===== config.mk =====
export PLATFORM = sky130hd
export DESIGN_NAME = mux8_rr_scheduler_flat
export DESIGN_NICKNAME = d
export VERILOG_FILES = /design/src/rtl/mux8_rr_scheduler_pkg.sv /design/src/rtl/mux8_rr_scheduler_if.sv /design/src/rtl/mux8_rr_scheduler_mux.sv /design/src/rtl/mux8_rr_scheduler.sv /design/src/flat_wrapper.sv
export SDC_FILE = /design/constraint.sdc
export NUM_CORES = 1
export LEC_CHECK = 0
export CELL_PAD_IN_SITES_DETAIL_PLACEMENT = 0
export CELL_PAD_IN_SITES_GLOBAL_PLACEMENT = 2
export CORE_AREA = 2 2 88 90
export CTS_BUF_LIST = sky130_fd_sc_hd__clkbuf_16
export DETAILED_ROUTE_END_ITERATION = 7
export DIE_AREA = 0 0 90 92
export PLACE_DENSITY = 0.82
export RECOVER_POWER = 25
export SYNTH_ARGS = -nofsm -noshare
export SYNTH_HDL_FRONTEND = slang
export SYNTH_SLANG_ARGS = --single-unit
export TNS_END_PERCENT = 30

===== constraint.sdc =====
create_clock -name clk -period 8.93 [get_ports clk]
set_clock_uncertainty 0.2 [all_clocks]
set_input_delay 1.786 -clock clk [delete_from_list [all_inputs] [get_ports clk]]
set_output_delay 1.786 -clock clk [all_outputs]
set_load 0.03 [all_outputs]

===== src/rtl/mux8_rr_scheduler_pkg.sv =====
// Shared types and sizes for the 8-way round-robin mux scheduler.
package mux8_rr_scheduler_pkg;

  localparam int N_REQ = 8;
  localparam int SEL_W = 3;

  typedef enum logic [1:0] {
    IDLE  = 2'd0,
    GRANT = 2'd1,
    GAP   = 2'd2
  } state_e;

endpackage


===== src/rtl/mux8_rr_scheduler_if.sv =====
// Requester-side bus of the scheduler: requests and data in, select/grant/data out.
interface mux8_rr_scheduler_if;
  import mux8_rr_scheduler_pkg::*;

  logic [N_REQ-1:0] req;
  logic [N_REQ-1:0] din;
  logic [SEL_W-1:0] sel;
  logic [N_REQ-1:0] gnt;
  logic             gnt_valid;
  logic             dout;

  modport master (
    output req, din,
    input  sel, gnt, gnt_valid, dout
  );

  modport slave (
    input  req, din,
    output sel, gnt, gnt_valid, dout
  );

endinterface


===== src/rtl/mux8_rr_scheduler_mux.sv =====
// Plain 8:1 single-bit mux used as the shared output channel datapath.
module mux_8_to_1 (
  input  logic [7:0] d,
  input  logic [2:0] s,
  output logic       y
);

  assign y = d[s];

endmodule


===== src/rtl/mux8_rr_scheduler.sv =====
// Round-robin scheduler owning the select of an 8:1 mux, with bounded hold and handover gap.
//
// state | meaning
// IDLE  | no grant, arbitrating every edge
// GRANT | sel/gnt owned by one requester, hold counter running
// GAP   | dead cycles after a release, sel keeps last winner
module mux8_rr_scheduler
  import mux8_rr_scheduler_pkg::*;
#(
  parameter int MAX_HOLD   = 4,
  parameter int GAP_CYCLES = 1
) (
  input  logic                 clk,
  input  logic                 rst_n,
  mux8_rr_scheduler_if.slave   bus
);

  localparam logic [7:0] HOLD_LAST = 8'(MAX_HOLD - 1);
  localparam logic [3:0] GAP_LAST  = 4'(GAP_CYCLES - 1);

  state_e           state_q, state_d;
  logic [SEL_W-1:0] sel_q, sel_d;
  logic [N_REQ-1:0] gnt_q, gnt_d;
  logic             gnt_valid_q, gnt_valid_d;
  logic [SEL_W-1:0] ptr_q, ptr_d;
  logic [7:0]       hold_q, hold_d;
  logic [3:0]       gap_q, gap_d;

  logic [SEL_W-1:0] next_ptr;
  logic [SEL_W-1:0] arb_base;
  logic [SEL_W-1:0] win;
  logic             any_req;
  logic             release_now;
  logic             mux_y;

  function automatic logic [SEL_W-1:0] pick(input logic [SEL_W-1:0] base,
                                            input logic [N_REQ-1:0] r);
    logic [SEL_W-1:0] idx;
    pick = base;
    for (int i = N_REQ - 1; i >= 0; i--) begin
      idx = base + SEL_W'(i);
      if (r[idx]) pick = idx;
    end
  endfunction

  always_comb begin
    state_d     = state_q;
    sel_d       = sel_q;
    gnt_d       = gnt_q;
    gnt_valid_d = gnt_valid_q;
    ptr_d       = ptr_q;
    hold_d      = hold_q;
    gap_d       = gap_q;

    any_req     = |bus.req;
    next_ptr    = sel_q + 3'd1;
    release_now = !bus.req[sel_q] || (hold_q == HOLD_LAST);
    // A back-to-back regrant searches from the releasing winner's successor.
    arb_base    = (state_q == GRANT) ? next_ptr : ptr_q;
    win         = pick(arb_base, bus.req);

    unique case (state_q)
      IDLE: begin
        if (any_req) begin
          state_d     = GRANT;
          sel_d       = win;
          gnt_d       = {{(N_REQ-1){1'b0}}, 1'b1} << win;
          gnt_valid_d = 1'b1;
          hold_d      = '0;
        end
      end
      GRANT: begin
        if (!release_now) begin
          hold_d = hold_q + 8'd1;
        end else begin
          ptr_d = next_ptr;
          if (GAP_CYCLES > 0) begin
            state_d     = GAP;
            gnt_d       = '0;
            gnt_valid_d = 1'b0;
            gap_d       = '0;
          end else if (any_req) begin
            sel_d       = win;
            gnt_d       = {{(N_REQ-1){1'b0}}, 1'b1} << win;
            gnt_valid_d = 1'b1;
            hold_d      = '0;
          end else begin
            state_d     = IDLE;
            gnt_d       = '0;
            gnt_valid_d = 1'b0;
          end
        end
      end
      GAP: begin
        // The last gap edge arbitrates directly so the gap is exactly GAP_CYCLES long.
        if (gap_q == GAP_LAST) begin
          if (any_req) begin
            state_d     = GRANT;
            sel_d       = win;
            gnt_d       = {{(N_REQ-1){1'b0}}, 1'b1} << win;
            gnt_valid_d = 1'b1;
            hold_d      = '0;
          end else begin
            state_d = IDLE;
          end
        end else begin
          gap_d = gap_q + 4'd1;
        end
      end
      default: begin
        state_d     = IDLE;
        gnt_d       = '0;
        gnt_valid_d = 1'b0;
      end
    endcase
  end

  always_ff @(posedge clk) begin
    if (!rst_n) begin
      state_q     <= IDLE;
      sel_q       <= '0;
      gnt_q       <= '0;
      gnt_valid_q <= 1'b0;
      ptr_q       <= '0;
      hold_q      <= '0;
      gap_q       <= '0;
    end else begin
      state_q     <= state_d;
      sel_q       <= sel_d;
      gnt_q       <= gnt_d;
      gnt_valid_q <= gnt_valid_d;
      ptr_q       <= ptr_d;
      hold_q      <= hold_d;
      gap_q       <= gap_d;
    end
  end

  mux_8_to_1 u_mux (
    .d (bus.din),
    .s (sel_q),
    .y (mux_y)
  );

  assign bus.sel       = sel_q;
  assign bus.gnt       = gnt_q;
  assign bus.gnt_valid = gnt_valid_q;
  assign bus.dout      = gnt_valid_q & mux_y;

endmodule


===== src/flat_wrapper.sv =====
// flat-port wrapper written by rule: the top's interface ports become plain ports
module mux8_rr_scheduler_flat import mux8_rr_scheduler_pkg::*;
#(
  parameter int MAX_HOLD   = 4,
  parameter int GAP_CYCLES = 1
)
  (clk, rst_n, bus_req, bus_din, bus_sel, bus_gnt, bus_gnt_valid, bus_dout);
  mux8_rr_scheduler_if bus_i ();
  input  logic clk;
  input  logic rst_n;
  input wire logic [$bits(bus_i.req)-1:0] bus_req;
  input wire logic [$bits(bus_i.din)-1:0] bus_din;
  output wire logic [$bits(bus_i.sel)-1:0] bus_sel;
  output wire logic [$bits(bus_i.gnt)-1:0] bus_gnt;
  output wire logic [$bits(bus_i.gnt_valid)-1:0] bus_gnt_valid;
  output wire logic [$bits(bus_i.dout)-1:0] bus_dout;
  assign bus_i.req = bus_req;
  assign bus_i.din = bus_din;
  assign bus_sel = bus_i.sel;
  assign bus_gnt = bus_i.gnt;
  assign bus_gnt_valid = bus_i.gnt_valid;
  assign bus_dout = bus_i.dout;
  mux8_rr_scheduler #(.MAX_HOLD(MAX_HOLD), .GAP_CYCLES(GAP_CYCLES)) u_core (.clk(clk), .rst_n(rst_n), .bus(bus_i));
endmodule

==> summary.md <==
Buffers inserted to repair hold after CTS numbered 0. The minimum clock period after layout was 5.418 ns; the initial antenna violation count was 0. The number of nets handed over by synthesis was 348. 31 I/O pins were placed. The tools report the clock network latency to the later pin of the worst-skew pair as 0.27 ns. The class of the tightest hold or removal check was register to register. 0 antenna diodes ended up in the layout. In this run the clock root is driven by a sky130_fd_sc_hd__clkbuf_16. Entering global routing, the biggest net connects 17 pins. After routing, the total negative slack on setup checks comes to 0 ns. The worst-path maximum fanout was 1; the number of warnings issued by yosys was 0.

Setup repair after global routing left no endpoint under its margin. The worst-margin pin slew was 0.7447 ns; the detailed-route via count was 2486. TritonCTS built the clock tree.

In this run the tightest slew margin relative to its limit is 49.07%. The number of setup buffers added after CTS is 0. Of the available clock period, the critical path in the final layout requires 60.67%. The area inside the core boundary is 7447 µm².

The DRC marker count from the first detailed-route iteration is 156, and the cell area power density is 435.6 nW/µm². The logs give 2366 for the via count of the first global-routing pass and 0 for the post-cts resize count. The number of placed instances, taps included, is 436. IR analysis of the VDD net gives a maximum drop of 0.0001463 V. The final hold violation count is 0, and the initial cell density of the core is 35.60%. The count of port buffers added during placement is 30.

The synthesized netlist occupies a cell area of 2651 µm². Detailed placement ended at an HPWL of 5375 µm. The detail route stage leaves a number of antenna-violating nets equal to 0. The first TritonRoute pass finished after 4 iterations. The average instance in the mapped netlist occupies 8.311 µm². Clock-pin slew was measured on the worst setup and hold paths at 0.05 ns. STA puts the critical path data arrival time at 3.43 ns. The analysis attributes to cell leakage a power of 1.163 nW. The endpoint type of the worst setup path is an output pin. The logs give 12130 µm for the first-pass GRT wire length and 21.90% for the sequential element share of the synthesized area.

No sink is reached through more buffers than the 2 on the longest clock path. In this run the core area contains 32 standard-cell rows. After filler insertion, the fill cell instance count of the layout stands at 783.

Setup violations remaining at the end of the flow were counted as 0. Number of synthesized flops with an enable pin: 0. The startpoint-to-endpoint class of the critical path was input pin to output pin. The number of buffers added by the clock tree synthesis step is 5. From left edge to right edge, the die measures 90 µm.

The die is 92 µm tall. At the end of routability-driven placement, the weighted congestion stood at 0.8221. The count of cells in the finished layout, fillers not included, comes to 444. Routed wire length: 7111 µm. Compared with the post-synthesis result, the final layout area differs by 18.74%. The flow ran to the end, and the final reports show no timing, DRC or antenna violations. The logs give 29 for the total clock sinks and 2 for the H-tree depth. In the routed layout, each cell is associated on average with a via count of 5.599.

In the final layout, the multi-input gates occupy 1949 µm². The share of flip-flops with an asynchronous set or reset after synthesis is 0%. The count of max-cap constraint violations is 0, and the number of synthesized register bits is 29. Most frequently used flop master after synthesis: sky130_fd_sc_hd__dfxtp_1. The run gives 0 as the count of final max-slew check failures. The tools report the synthesized netlist cell count as 319. Once layout is complete, the utilization of the core stands at 42.27%. The floorplan step defined a die boundary enclosing 8280 µm².

The number of nets at the end of the flow came out at 370. The number of remaining DRC errors came out at 0. Share of post-route cells with drive strength above 1: 9.649%. For this run, the top clock speed supported by timing is 0.1846 GHz. The total routing usage reported by global routing came out at 17.98%. The sort of element at the start of the critical path is an input pin. The number of different library cells used by synthesis comes to 70. In the final routed layout, each cell accounts on average for 16.02 µm. The logs give 580.6 µm² for the register area and 6.94 ns for the required time of the critical path.

For this run the aggregate overflow at the end of global routing stands at 0.
## routing by layer
metal	global-route usage, %	part of all wire, %
met5	0	0
met4	4.744	0.91
met3	2.547	5.6
met2	28.38	45
met1	25.73	49
## kinds of logic after synthesis
| logic type | count (synthesis) | share of synthesized area (%) |
|---|---|---|
| xor gates and xnor gates | 13 | 5.427 |
| and+or+nand+nor | 131 | 25.48 |
| adders and majority gates | 11 | 5.191 |
| DFF | 29 | 21.90 |
| buffers and inverters | 27 | 4.578 |
| muxes | 29 | 15.48 |
| AOI/OAI and AO/OA | 79 | 21.95 |
## cells in the final DEF (no fill, tap or decap), types with 6 or more instances in the layout
cell / instances
sky130_fd_sc_hd__nor2_1: 37
sky130_fd_sc_hd__dfxtp_1: 29
sky130_fd_sc_hd__nand2_1: 26
sky130_fd_sc_hd__nand3_1: 21
sky130_fd_sc_hd__clkdlybuf4s50_1: 20
sky130_fd_sc_hd__mux2i_1: 17
sky130_fd_sc_hd__o21ai_0: 16
sky130_fd_sc_hd__a21oi_1: 12
sky130_fd_sc_hd__inv_1: 11
sky130_fd_sc_hd__ha_1: 11
sky130_fd_sc_hd__dlygate4sd3_1: 10
sky130_fd_sc_hd__and2_1: 9
sky130_fd_sc_hd__mux4_2: 7
sky130_fd_sc_hd__nor2b_1: 6
sky130_fd_sc_hd__xor2_1: 6
sky130_fd_sc_hd__a211oi_1: 6
## state kept, by name, indices dropped and copies added, names as in the netlist
signal and count:
u_core.hold_q 8, u_core.ptr_q 3, u_core.bus.gnt 8, u_core.gap_q 4
u_core.bus.sel 3, u_core.bus.gnt_valid 1, u_core.state_q 2
## synthesized netlist by cell type, types with 2 or more instances
master	n	area, µm²
sky130_fd_sc_hd__a211oi_1	6	45.04
sky130_fd_sc_hd__a21boi_0	3	22.52
sky130_fd_sc_hd__a21o_1	4	30.03
sky130_fd_sc_hd__a21oi_1	12	60.06
sky130_fd_sc_hd__a221oi_1	3	26.28
sky130_fd_sc_hd__a22o_1	4	35.03
sky130_fd_sc_hd__a22oi_1	2	15.01
sky130_fd_sc_hd__and2_1	9	56.30
sky130_fd_sc_hd__and3_1	2	12.51
sky130_fd_sc_hd__buf_1	2	7.510
sky130_fd_sc_hd__buf_2	2	10.01
sky130_fd_sc_hd__buf_4	2	15.01
sky130_fd_sc_hd__clkbuf_1	8	30.03
sky130_fd_sc_hd__dfxtp_1	29	580.6
sky130_fd_sc_hd__ha_1	11	137.6
sky130_fd_sc_hd__inv_1	11	41.29
sky130_fd_sc_hd__mux2_2	3	33.78
sky130_fd_sc_hd__mux2i_1	17	170.2
sky130_fd_sc_hd__mux4_2	7	157.7
sky130_fd_sc_hd__nand2_1	26	97.59
sky130_fd_sc_hd__nand2b_1	4	25.02
sky130_fd_sc_hd__nand3_1	21	105.1
sky130_fd_sc_hd__nand3b_1	2	15.01
sky130_fd_sc_hd__nand4_1	2	12.51
sky130_fd_sc_hd__nand4b_1	2	17.52
sky130_fd_sc_hd__nor2_1	37	138.9
sky130_fd_sc_hd__nor2b_1	6	37.54
sky130_fd_sc_hd__nor3_1	4	20.02
sky130_fd_sc_hd__nor4_1	3	18.77
sky130_fd_sc_hd__nor4b_1	2	17.52
sky130_fd_sc_hd__o211ai_1	4	30.03
sky130_fd_sc_hd__o21a_1	2	15.01
sky130_fd_sc_hd__o21ai_0	16	80.08
sky130_fd_sc_hd__o22a_1	2	17.52
sky130_fd_sc_hd__o2bb2ai_1	2	17.52
sky130_fd_sc_hd__o41ai_1	2	17.52
sky130_fd_sc_hd__or2_2	2	12.51
sky130_fd_sc_hd__xnor2_1	3	26.28
sky130_fd_sc_hd__xnor2_2	4	65.06
sky130_fd_sc_hd__xor2_1	6	52.55
## worst paths after layout
kind	startpoint	end	slack, ns	cells after the start
max	bus_din[7]	bus_dout	3.51	5
min	u_core.bus.gnt[7]$_SDFFE_PN0P_	u_core.bus.gnt[7]$_SDFFE_PN0P_	0.25	2
max reg2reg	u_core.state_q[1]$_SDFFE_PN0P_	u_core.bus.gnt[1]$_SDFFE_PN0P_	4.31	14
min reg2reg	u_core.bus.gnt[7]$_SDFFE_PN0P_	u_core.bus.gnt[7]$_SDFFE_PN0P_	0.25	2
## area by class of cell
type	instances	area share, %
multi-input cells	263	61.92
clock buffers	5	3.975
inverters	12	1.510
clock inverters	3	0.5564
flip-flops and latches	29	18.44
repair buffers	30	9.539
well taps	102	4.054
## through the flow
| stage | setup slack [ns] | power, mW | cell area, µm² | hold WS [ns] |
|---|---|---|---|---|
| final | 3.512 | 1.371 | 3148 | 0.2483 |
| after global routing | 3.422 | 1.494 | 3148 | 0.2680 |
| after floorplan | 4.444 | 0.9858 | 2651 | 0.2501 |
| after global placement | 3.521 | 1.212 | 3005 | 0.2413 |
| after CTS | 3.498 | 1.377 | 3148 | 0.2573 |
| after detailed placement | 3.498 | 1.211 | 3005 | 0.2389 |
## critical path: stages
cell	delay (ns)
sky130_fd_sc_hd__clkdlybuf4s50_1	0.39
sky130_fd_sc_hd__mux4_2	0.46
sky130_fd_sc_hd__mux2i_1	0.14
sky130_fd_sc_hd__nor2b_1	0.06
sky130_fd_sc_hd__clkdlybuf4s50_1	0.59
## report_power, final
part           total, mW  switching (mW)  internal (mW)
logic               1.03           0.617          0.409
registers          0.185          0.0293          0.156
clock network      0.159          0.0575          0.102
total               1.37           0.704          0.667
Note: power is estimated with default switching activity, not from simulation.
